==> src/rtl/text_line_buffer.sv <==
// ---------------------------------------------------------------------------
// text_line_buffer
//
// Holds one line of up to MAX_LEN typed letters (5-bit codes, 1=A .. 26=Z)
// and, for every pixel, tells the downstream sprite renderer which letter and
// glyph cell origin cover the current hcount/vcount.
//
// Optional feature macro: CURSOR_BLINK_EN
//   Adds output cursor_out, an underline cursor shown in the cell just past
//   the last letter on the bottom three rows of the line. It blinks with the
//   MSB of a 5-bit frame counter.
//
// Ports
//   pixel_clk_in   in   pixel clock
//   rst_n_in       in   asynchronous reset, active low
//   char_valid_in  in   letter offered on char_in
//   char_in[4:0]   in   letter code (only 1..26 are stored)
//   char_ready_out out  push accepted when char_valid_in && char_ready_out
//   backspace_in   in   single-cycle pulse, delete last letter
//   clear_in       in   single-cycle pulse, erase whole line (MAX_LEN cycles)
//   hcount_in      in   current pixel column
//   vcount_in      in   current pixel row
//   letter_out     out  letter for renderer, 0 = blank
//   x_out          out  glyph cell left edge
//   y_out          out  glyph cell top edge
//   hcount_out     out  hcount_in delayed 2 cycles
//   vcount_out     out  vcount_in delayed 2 cycles
//   cursor_out     out  cursor pixel flag (CURSOR_BLINK_EN only)
//   length_out     out  number of stored letters
//   full_out       out  length_out == MAX_LEN
// ---------------------------------------------------------------------------
module text_line_buffer #(
    parameter int MAX_LEN = 8,
    parameter int CELL_W  = 38,
    parameter int CELL_H  = 45,
    parameter int X0      = 100,
    parameter int Y0      = 200
) (
    input  logic                           pixel_clk_in,
    input  logic                           rst_n_in,
    input  logic                           char_valid_in,
    input  logic [4:0]                     char_in,
    output logic                           char_ready_out,
    input  logic                           backspace_in,
    input  logic                           clear_in,
    input  logic [10:0]                    hcount_in,
    input  logic [9:0]                     vcount_in,
    output logic [4:0]                     letter_out,
    output logic [10:0]                    x_out,
    output logic [9:0]                     y_out,
    output logic [10:0]                    hcount_out,
    output logic [9:0]                     vcount_out,
`ifdef CURSOR_BLINK_EN
    output logic                           cursor_out,
`endif
    output logic [$clog2(MAX_LEN+1)-1:0]   length_out,
    output logic                           full_out
);

    localparam int LW = $clog2(MAX_LEN + 1);
    localparam int KW = $clog2(MAX_LEN);

    localparam logic [10:0] ROW_LO = 11'(Y0);
    localparam logic [10:0] ROW_HI = 11'(Y0 + CELL_H);

    typedef enum logic {S_IDLE = 1'b0, S_CLEARING = 1'b1} state_t;

    state_t          r_state;
    state_t          w_state_next;
    logic [KW-1:0]   r_wipe;
    logic            r_alive;      // low only until the first edge after reset
    logic [LW-1:0]   r_len;
    logic [4:0]      r_entry [MAX_LEN];

    logic            w_idle;
    logic            w_clearing;
    logic            w_ready;
    logic            w_full;
    logic            w_wipe_last;
    logic            w_clear_go;
    logic            w_store;
    logic            w_bksp;
    logic            w_code_ok;

    // -----------------------------------------------------------------------
    // Edit FSM: state register / next state / outputs
    // -----------------------------------------------------------------------
    always_ff @(posedge pixel_clk_in or negedge rst_n_in) begin
        if (!rst_n_in) begin
            r_state <= S_IDLE;
        end else begin
            r_state <= w_state_next;
        end
    end

    always_comb begin
        w_state_next = r_state;
        case (r_state)
            S_IDLE:     if (r_alive && clear_in) w_state_next = S_CLEARING;
            S_CLEARING: if (w_wipe_last)         w_state_next = S_IDLE;
            default:                             w_state_next = S_IDLE;
        endcase
    end

    always_comb begin
        w_idle     = r_alive && (r_state == S_IDLE);
        w_clearing = (r_state == S_CLEARING);
        w_ready    = w_idle && !w_full && !backspace_in && !clear_in;
    end

    assign char_ready_out = w_ready;
    assign w_full         = (r_len == LW'(MAX_LEN));
    assign full_out       = w_full;
    assign length_out     = r_len;
    assign w_wipe_last    = (r_wipe == KW'(MAX_LEN - 1));
    assign w_clear_go     = w_idle && clear_in;
    assign w_code_ok      = (char_in != 5'd0) && (char_in <= 5'd26);
    // Invalid codes still complete the handshake but are not stored.
    assign w_store        = char_valid_in && w_ready && w_code_ok;
    assign w_bksp         = w_idle && !clear_in && backspace_in && (r_len != '0);

    always_ff @(posedge pixel_clk_in or negedge rst_n_in) begin
        if (!rst_n_in) begin
            r_alive <= 1'b0;
            r_wipe  <= '0;
            r_len   <= '0;
        end else begin
            r_alive <= 1'b1;
            if (w_clear_go) begin
                r_wipe <= '0;
            end else if (w_clearing) begin
                r_wipe <= r_wipe + KW'(1);
            end

            if (w_clearing && w_wipe_last) begin
                r_len <= '0;
            end else if (w_store) begin
                r_len <= r_len + LW'(1);
            end else if (w_bksp) begin
                r_len <= r_len - LW'(1);
            end
        end
    end

    // One register per stored letter; each decodes its own write conditions.
    generate
        for (genvar gi = 0; gi < MAX_LEN; gi++) begin : g_entry
            always_ff @(posedge pixel_clk_in or negedge rst_n_in) begin
                if (!rst_n_in) begin
                    r_entry[gi] <= 5'd0;
                end else if (w_clearing && (r_wipe == KW'(gi))) begin
                    r_entry[gi] <= 5'd0;
                end else if (w_store && (r_len == LW'(gi))) begin
                    r_entry[gi] <= char_in;
                end else if (w_bksp && (r_len == LW'(gi + 1))) begin
                    r_entry[gi] <= 5'd0;
                end
            end
        end
    endgenerate

    // -----------------------------------------------------------------------
    // Display stage 1: row test and parallel cell comparators
    // -----------------------------------------------------------------------
    logic [MAX_LEN-1:0] w_hit;
    logic [KW-1:0]      w_k;
    logic               w_in_cell;
    logic [10:0]        w_cell_x;
    logic               w_in_row;

    generate
        for (genvar gi = 0; gi < MAX_LEN; gi++) begin : g_cmp
            localparam logic [11:0] C_LO = 12'(X0 + gi * CELL_W);
            localparam logic [11:0] C_HI = 12'(X0 + (gi + 1) * CELL_W);
            assign w_hit[gi] = ({1'b0, hcount_in} >= C_LO) &&
                               ({1'b0, hcount_in} <  C_HI);
        end
    endgenerate

    // Cells are disjoint, so at most one hit bit is set.
    always_comb begin
        w_k       = '0;
        w_in_cell = 1'b0;
        w_cell_x  = 11'(X0);
        for (int i = 0; i < MAX_LEN; i++) begin
            if (w_hit[i]) begin
                w_k       = KW'(i);
                w_in_cell = 1'b1;
                w_cell_x  = 11'(X0 + i * CELL_W);
            end
        end
    end

    assign w_in_row = ({1'b0, vcount_in} >= ROW_LO) && ({1'b0, vcount_in} < ROW_HI);

    logic          r_s1_row;
    logic          r_s1_cell;
    logic [KW-1:0] r_s1_k;
    logic [10:0]   r_s1_x;
    logic [10:0]   r_s1_h;
    logic [9:0]    r_s1_v;

    always_ff @(posedge pixel_clk_in or negedge rst_n_in) begin
        if (!rst_n_in) begin
            r_s1_row  <= 1'b0;
            r_s1_cell <= 1'b0;
            r_s1_k    <= '0;
            r_s1_x    <= '0;
            r_s1_h    <= '0;
            r_s1_v    <= '0;
        end else begin
            r_s1_row  <= w_in_row;
            r_s1_cell <= w_in_cell;
            r_s1_k    <= w_k;
            r_s1_x    <= w_cell_x;
            r_s1_h    <= hcount_in;
            r_s1_v    <= vcount_in;
        end
    end

    // -----------------------------------------------------------------------
    // Display stage 2: letter lookup against the current buffer state
    // -----------------------------------------------------------------------
    logic [4:0]  w_sel;
    logic        w_vis;
    logic [4:0]  r_letter;
    logic [10:0] r_x;
    logic [9:0]  r_y;
    logic [10:0] r_h2;
    logic [9:0]  r_v2;

    always_comb begin
        w_sel = 5'd0;
        for (int i = 0; i < MAX_LEN; i++) begin
            if (r_s1_k == KW'(i)) w_sel = r_entry[i];
        end
    end

    assign w_vis = r_s1_row && r_s1_cell && (LW'(r_s1_k) < r_len);

    always_ff @(posedge pixel_clk_in or negedge rst_n_in) begin
        if (!rst_n_in) begin
            r_letter <= '0;
            r_x      <= '0;
            r_y      <= '0;
            r_h2     <= '0;
            r_v2     <= '0;
        end else begin
            r_letter <= w_vis ? w_sel : 5'd0;
            r_x      <= w_vis ? r_s1_x : 11'(X0);
            r_y      <= 10'(Y0);
            r_h2     <= r_s1_h;
            r_v2     <= r_s1_v;
        end
    end

    assign letter_out = r_letter;
    assign x_out      = r_x;
    assign y_out      = r_y;
    assign hcount_out = r_h2;
    assign vcount_out = r_v2;

`ifdef CURSOR_BLINK_EN
    // -----------------------------------------------------------------------
    // Blinking underline cursor in the first empty cell
    // -----------------------------------------------------------------------
    localparam logic [10:0] CUR_LO = 11'(Y0 + CELL_H - 3);

    logic       r_s1_crow;
    logic [4:0] r_frame;
    logic       r_cursor;

    always_ff @(posedge pixel_clk_in or negedge rst_n_in) begin
        if (!rst_n_in) begin
            r_s1_crow <= 1'b0;
            r_frame   <= '0;
            r_cursor  <= 1'b0;
        end else begin
            r_s1_crow <= ({1'b0, vcount_in} >= CUR_LO) && ({1'b0, vcount_in} < ROW_HI);
            if ((hcount_in == 11'd0) && (vcount_in == 10'd0)) begin
                r_frame <= r_frame + 5'd1;
            end
            r_cursor  <= !w_full && r_s1_cell && (LW'(r_s1_k) == r_len) &&
                         r_s1_crow && r_frame[4];
        end
    end

    assign cursor_out = r_cursor;
`endif

endmodule

==> config.mk <==
export PLATFORM = sky130hd
export DESIGN_NAME = text_line_buffer
export DESIGN_NICKNAME = d
export VERILOG_FILES = /design/src/rtl/text_line_buffer.sv
export SDC_FILE = /design/constraint.sdc
export NUM_CORES = 1
export LEC_CHECK = 0
export CAP_MARGIN = 20
export CORE_AREA = 5 5 153 155
export CTS_CLUSTER_SIZE = 24
export DETAILED_ROUTE_END_ITERATION = 10
export DIE_AREA = 0 0 158 160
export PLACE_DENSITY = 0.44
export SLEW_MARGIN = 40
export SYNTH_ARGS = -nofsm -noshare
export SYNTH_HDL_FRONTEND = slang
export SYNTH_SLANG_ARGS = --single-unit
==> constraint.sdc <==
create_clock -name pixel_clk_in -period 2.2 [get_ports pixel_clk_in]
set_clock_uncertainty 0.05 [all_clocks]
set_input_delay 0.44 -clock pixel_clk_in [delete_from_list [all_inputs] [get_ports pixel_clk_in]]
set_output_delay 0.44 -clock pixel_clk_in [all_outputs]
set_load 0.05 [all_outputs]
======== After elaboration in Yosys (flattened, before gate mapping) ========
Cells that the tools add are included.
cells by class
  $add $sub $neg .......................... 3
  magnitude comparators ................... 20
  equal/unequal tests ..................... 22
  muxes and demuxes ....................... 64
  bitwise gates (word level) .............. 1
  reduce and logical (&&, ||, !) cells .... 65
operators by type and width
  cell                   count
  $mux W5                33
  $logic_and A1 B1 Y1    47
  $ge A11 B8 Y1 const B  4
  $lt A11 B8 Y1 const B  4
  $lt A11 B9 Y1 const B  4
  $ge A11 B9 Y1 const B  3
  $mux W11               3
  $mux W8                4
  $reduce_bool A3 Y1     9
  $eq A3 B3 Y1 const B   8
  $mux W3                6
  $eq A4 B3 Y1 const B   4
  $eq A3 B2 Y1 const B   4
  $mux W4                3
  $ge A11 B7 Y1 const B  1
  $mux W1                11
  $ge A10 B8 Y1 const B  1
  $lt A10 B8 Y1 const B  1
  $mux W9                1
  $eq A4 B2 Y1 const B   2
  $eq A3 B1 Y1 const B   2
  $logic_not A3 Y1       2
  $le A5 B5 Y1 const B   1
  $reduce_bool A5 Y1     1
  13 further kinds       16
word-level totals
  flip-flop bits (word level) ............. 124
  output and inout bits ................... 53

======== Depth between registers and ports, before layout ========
  depth after elaboration ................. 10
  gate-level depth with buffers ........... 7

======== Least setup slack after synthesis ========
No wires, ideal clock.
  path kind ............................... reg-to-output
  start point ............................. register r_len[0], in the netlist length_out[0]
  end point ............................... output char_ready_out
  arrival ................................. 1950 ps
  data required time ...................... 1710 ps
  slack ................................... -240 ps
  cell stages (with the launch flop) ...... 6
  path buffers ............................ 0
  path through ............................ dfrtp_1 -> inv_1 -> ha_1 -> nand3b_1 -> nand2_1 -> nor2_1
between the ends
  word-level cells in the longest chain between the ends .. 5
RTL lines
  element                            RTL line  source
  from (decl)                        72        logic [LW-1:0] r_len;
  from (signal assigned)             138       r_len <= r_len + LW'(1);
  from (signal assigned)             140       r_len <= r_len - LW'(1);
  $eq A4 B4 Y1                       112       assign w_full = (r_len == LW'(MAX_LEN));
  $logic_not A1 Y1                   108       w_ready = w_idle && !w_full && !backspace_in && !clear_in;
  $logic_and A1 B1 Y1 (3 in series)  108
  to (decl)                          43        output logic char_ready_out,
No other way between the ends.

======== Final worst setup path ========
  start point ............................. input char_in[0]
  end point ............................... register r_entry[21] (netlist name)
between the ends
  word-level cells in the longest chain between the ends .. 6
  elaborated cells between the ends (all ways) .. 8
  those cells by class .................... order compare (1); mux (2); reduce/logical (5)
RTL lines
  element                                             RTL line  source
  from (decl)                                         42        input logic [4:0] char_in,
  $le A5 B5 Y1 or $reduce_bool A5 Y1 (tied branches)  117       assign w_code_ok = (char_in != 5'd0) && (char_in <= 5'd26);
  $logic_and A1 B1 Y1 (*)                             117
  $logic_and A1 B1 Y1 (*)                             119       assign w_store = char_valid_in && w_ready && w_code_ok;
  $logic_and A1 B1 Y1 (*)                             153       end else if (w_store && (r_len == LW'(gi))) begin
  $mux W5                                             153
  $mux W5                                             151       end else if (w_clearing && (r_wipe == KW'(gi))) begin
  to (signal, indexed assignment)                     154       r_entry[gi] <= char_in;
  to (decl)                                           73        logic [4:0] r_entry [MAX_LEN];
Mark *: on every way between the ends. The rest lies on a longest branch, timed or not.
A chain may end at the register's enable or synchronous reset.

==> results by group <==
Timing
  – Final-report setup violation count: 0
  – Slew Limit Headroom: 62.9%
  – Final Cycle Share: 96.5%
  – Final Hold Violating Endpoints: 0
  – Minimum clock period after layout: 2.12 ns
  – Highest attainable clock frequency: around 0.47 GHz
  – Number of max-slew violations in the final report: 0
  – RSZ-0062 raised after global routing: no
  – Setup ws final: between 0.07 and 0.08 ns
  – Slew of the pin with the lowest slew margin: 0.552 ns

Yosys
  – Portion of the post-synthesis area used by sequential elements: between 50% and 60%
  – Yosys warns: 0
  – Post-synthesis cell type with the largest combined area: dfrtp_1
  – Area share of the leading cell type in the synthesized netlist: 56.6%
  – Xor/xnor cell area share of the yosys netlist: less than 1%
  – Synth top area cells: dfrtp_1 57%, a22o_1 6.3%, ha_1 2.9%
  – Main synth FF type: dfrtp_1
  – Number of standard cells after synthesis: 440
  – Multiplexer share of the synthesized area: 1.85%
  – Synth Area per Inst: 11.7 um2
  – Ys async rst share: between 90% and 100%
  – Flop and latch count out of synthesis: 116
  – Simple logic cell fraction of the synthesized area: 14.0%
  – Area share of fa/ha/maj cells after synthesis: 2.93%
  – Area of the mapped netlist: 5130 um2
  – Compound-cell area share of the yosys netlist: 19.1%
  – Number of flops mapped to enable cells by yosys: 0
  – Main combinational cell family by area after synthesis: compound AO/OA/AOI/OAI gates
  – Post-synth cell types: 66

Placement
  – Placement-stage cell area: between 6000 and 7000 um2
  – Count of placed standard cells including taps: 830
  – Placement Setup Slack: -0.359 ns
  – Number of buffers inserted by port buffering: between 70 and 80
  – Dpl hpwl: approximately 11 mm
  – Gp weighted congestion: 0.815

Cells and area
  – Non-filler instance count after layout: 863
  – Area growth, synth to finish: 40.6%
  – Fraction of final layout cells with drive strength greater than 1: about a quarter
  – Core occupancy in the finished layout: 33.3%
  – Post-layout net count: approximately 600
  – Final cell area excluding filler cells: 7210 um2
  – Filler cell count: 2190
  – Leading cell type in the layout, fill and taps excluded: dfrtp_1
  – Most used cells in the layout excluding fill and tap cells: 114 x dfrtp_1, 65 x buf_4, 63 x clkdlybuf4s50_1, 37 x nand2_1, 37 x a22o_1
  – Number of antenna cells inserted: 0

Global routing
  – Global routing usage on met1: roughly 15%
  – Maximum number of pins on one net before global-route repair: 51
  – Via count of the first global-routing pass: 4151
  – Met2 GRT Util: 18.7%
  – Global route overflow: 0
  – Wire length of the first global-routing pass: 23.0 mm
  – Number of antenna violations at the first check in global routing: 0
  – Global-route usage over all layers: 11.6%
  – Most crowded layer after global routing: met2
  – Global routing met3 resource utilization: under 10%

Setup path
  – Worst Path Class, Setup: input port to flop
  – Highest cell delay on the worst timing path: 0.54 ns
  – CP cell instances: clkdlybuf4s50_1 > or4_4 > o22ai_4 > buf_12 > nor4_4 > a221oi_4 > a22o_1
  – Kind of start point of the critical path: input port
  – Critical path fanouts, max: 6
  – Worst Path Required: 2.50 ns
  – Critical Path Start: char_in[0]
  – Data arrival at the endpoint of the critical path: 2.42 ns
  – Start of the worst register-to-register path: r_state$_DFF_PN0_
  – Cell at the slowest stage of the critical path: or4_4
  – Crit end category: flop
  – Cell family contributing the most delay on the critical path: compound AO/OA/AOI/OAI gates
  – Buf/Inv on CP: 2

Power and ir drop
  – Static Leakage: 3.21 nW
  – Clock network power share: 41.4%
  – Switching fraction of total power: a little under a third
  – Reported net switching power: around 2.2 mW
  – Cell-internal power: 4.92 mW
  – Total power per unit cell area: 985 nW/um2
  – Comb pwr share: 23.9%
  – Maximum ir drop on the vdd rail: 0.573 mV
  – Overall power after layout: 7.10 mW
  – Sequential share of power: a little over a third

Routing
  – Post-detailed-route wirelength per cell: approximately 16 um
  – Initial drt markers: 212
  – Number of optimization iterations in the first detailed-route pass: 4
  – Residual DRC count: 0
  – Post-detailed-route via-to-cell ratio: 4.54
  – Post-route antenna net violation count: 0
  – Wirelength, routed: around 14 mm
  – Via count: between 3000 and 4000

Clocking
  – Clock Pin Slew Worst Setup and Hold Paths: 0.06 ns
  – Inserted Clock Buffers: 17
  – Number of sinks driven by the clock tree: 116
  – Max Buffers Root-to-Sink: 2
  – Post-CTS setup buffer count: 0
  – H-Tree Level Count: 4
  – Insertion delay to the later sink of the worst-skew pair: 0.41 ns
  – Root Buffer Master: clkbuf_16
  – CTS tree: built

Floorplan
  – X dimension of the die: around 160 um
  – Initial cell density of the core: a little under a quarter
  – Vertical die dimension: between 150 and 200 um
  – Core footprint: 21700 um2
  – I/O pin total: 84
  – Area of the die: 25300 um2
  – Count of standard-cell rows: 54

Min path
  – Worst hold start: r_s1_h[2]$_DFF_PN0_
  – Class of the worst hold path: flop to flop

Flow run
  – Max-cap viol count: 0

Status
  – Status: finished, final reports clean
-- metal layers --
metal | up-vias | wire [um]
met5 | - | 0
met4 | 0 | 131
met3 | 9 | 846
met2 | 91 | 6920
li1 | 1856 | -
met1 | 1964 | 6220
-- flip-flops by register name, indices dropped and copies added (netlist names) --
signal and flops:
hcount_out 11, length_out 4, letter_out 5, r_entry 40, r_s1_cell 1, r_s1_h 11
r_s1_k 3, r_s1_row 1, r_s1_v 10, r_s1_x 7, r_state 1, r_wipe 3
vcount_out 10, x_out 8, y_out 1
-- power by group through the flow --
stage	Clock (mW)	Sequential (mW)	Combinational, mW
2_1_floorplan	0	2.63	0.905
3_3_place_gp	0	2.49	1.67
3_5_place_dp	0	2.50	1.68
4_1_cts	3.01	2.46	1.70
5_1_grt	3.11	2.49	1.87
6_report	2.94	2.46	1.70
-- path summary, 6_finish.rpt --
kind	depth (start not counted)	slack (ns)	to
max in group asynchronous	3	1.00	letter_out[3]$_DFF_PN0_
setup / recovery	7	0.08	r_entry[21]$_DFFE_PN0P_
min in group asynchronous	2	0.48	r_entry[32]$_DFFE_PN0P_
setup reg to reg	6	0.25	r_entry[34]$_DFFE_PN0P_
hold reg to reg	0	0.29	hcount_out[2]$_DFF_PN0_
hold / removal	0	0.29	hcount_out[2]$_DFF_PN0_
-- worst reg2reg max path: cells and delay by family, from the launching register on --
kind,cells,cell delay [ns]
compound gates,3,0.55
simple gates,2,0.62
buf+inv,1,0.21
flops,1,0.41
-- area by class of cell --
type	instances	area, um2	share of cell area [%]
Clock inverter	14	200	2.78
Tap cell	280	350	4.86
Clock buffer	18	429	5.95
Inverter	17	63.8	0.885
Sequential cell	116	2910	40.3
Multi-Input combinational cell	282	2020	28.1
Timing Repair Buffer	136	1240	17.2
-- timing repair --
action	4_1_cts	5_1_grt
endpoints found under the hold margin	27	0
cloned	0	0
resized for setup	3	5
pin swaps	0	1
endpoints found under the setup margin	5	7
hold buffers	1	0
-- through the flow --
step	hold WS, ns	setup TNS [ns]
after floorplan	0.0944	-0.0241
after CTS	0.294	0
after detailed placement	0.285	-15.49
final	0.290	0
after global placement	0.281	-15.20
after global routing	0.298	0
-- cell usage after synthesis, types with 3 or more instances --
| cell type | instances |
|---|---|
| o211ai_1 | 6 |
| or2_2 | 6 |
| ha_1 | 12 |
| nor2b_1 | 6 |
| o21a_1 | 3 |
| inv_1 | 16 |
| a211oi_1 | 6 |
| a211o_1 | 4 |
| nand3_1 | 7 |
| a22o_1 | 37 |
| clkbuf_1 | 12 |
| mux2i_1 | 5 |
| buf_2 | 3 |
| and2_4 | 5 |
| nor2_1 | 25 |
| o22ai_1 | 5 |
| buf_4 | 15 |
| nor4_1 | 3 |
| nand2_1 | 37 |
| and2_1 | 5 |
| dfrtp_1 | 116 |
| a21oi_1 | 17 |
| o21ai_0 | 4 |
| nor3_1 | 15 |
| o221ai_1 | 8 |
| a22o_2 | 6 |
-- kinds of logic after synthesis --
| family | count (synthesis) |
|---|---|
| DFF | 116 |
| adders and majority gates | 12 |
| other | 2 |
| buffers and inverters | 51 |
| muxes | 7 |
| xor gates and xnor gates | 1 |
| AOI/OAI and AO/OA | 118 |
| and+or+nand+nor | 133 |
Power figures use the tool's default switching activity.
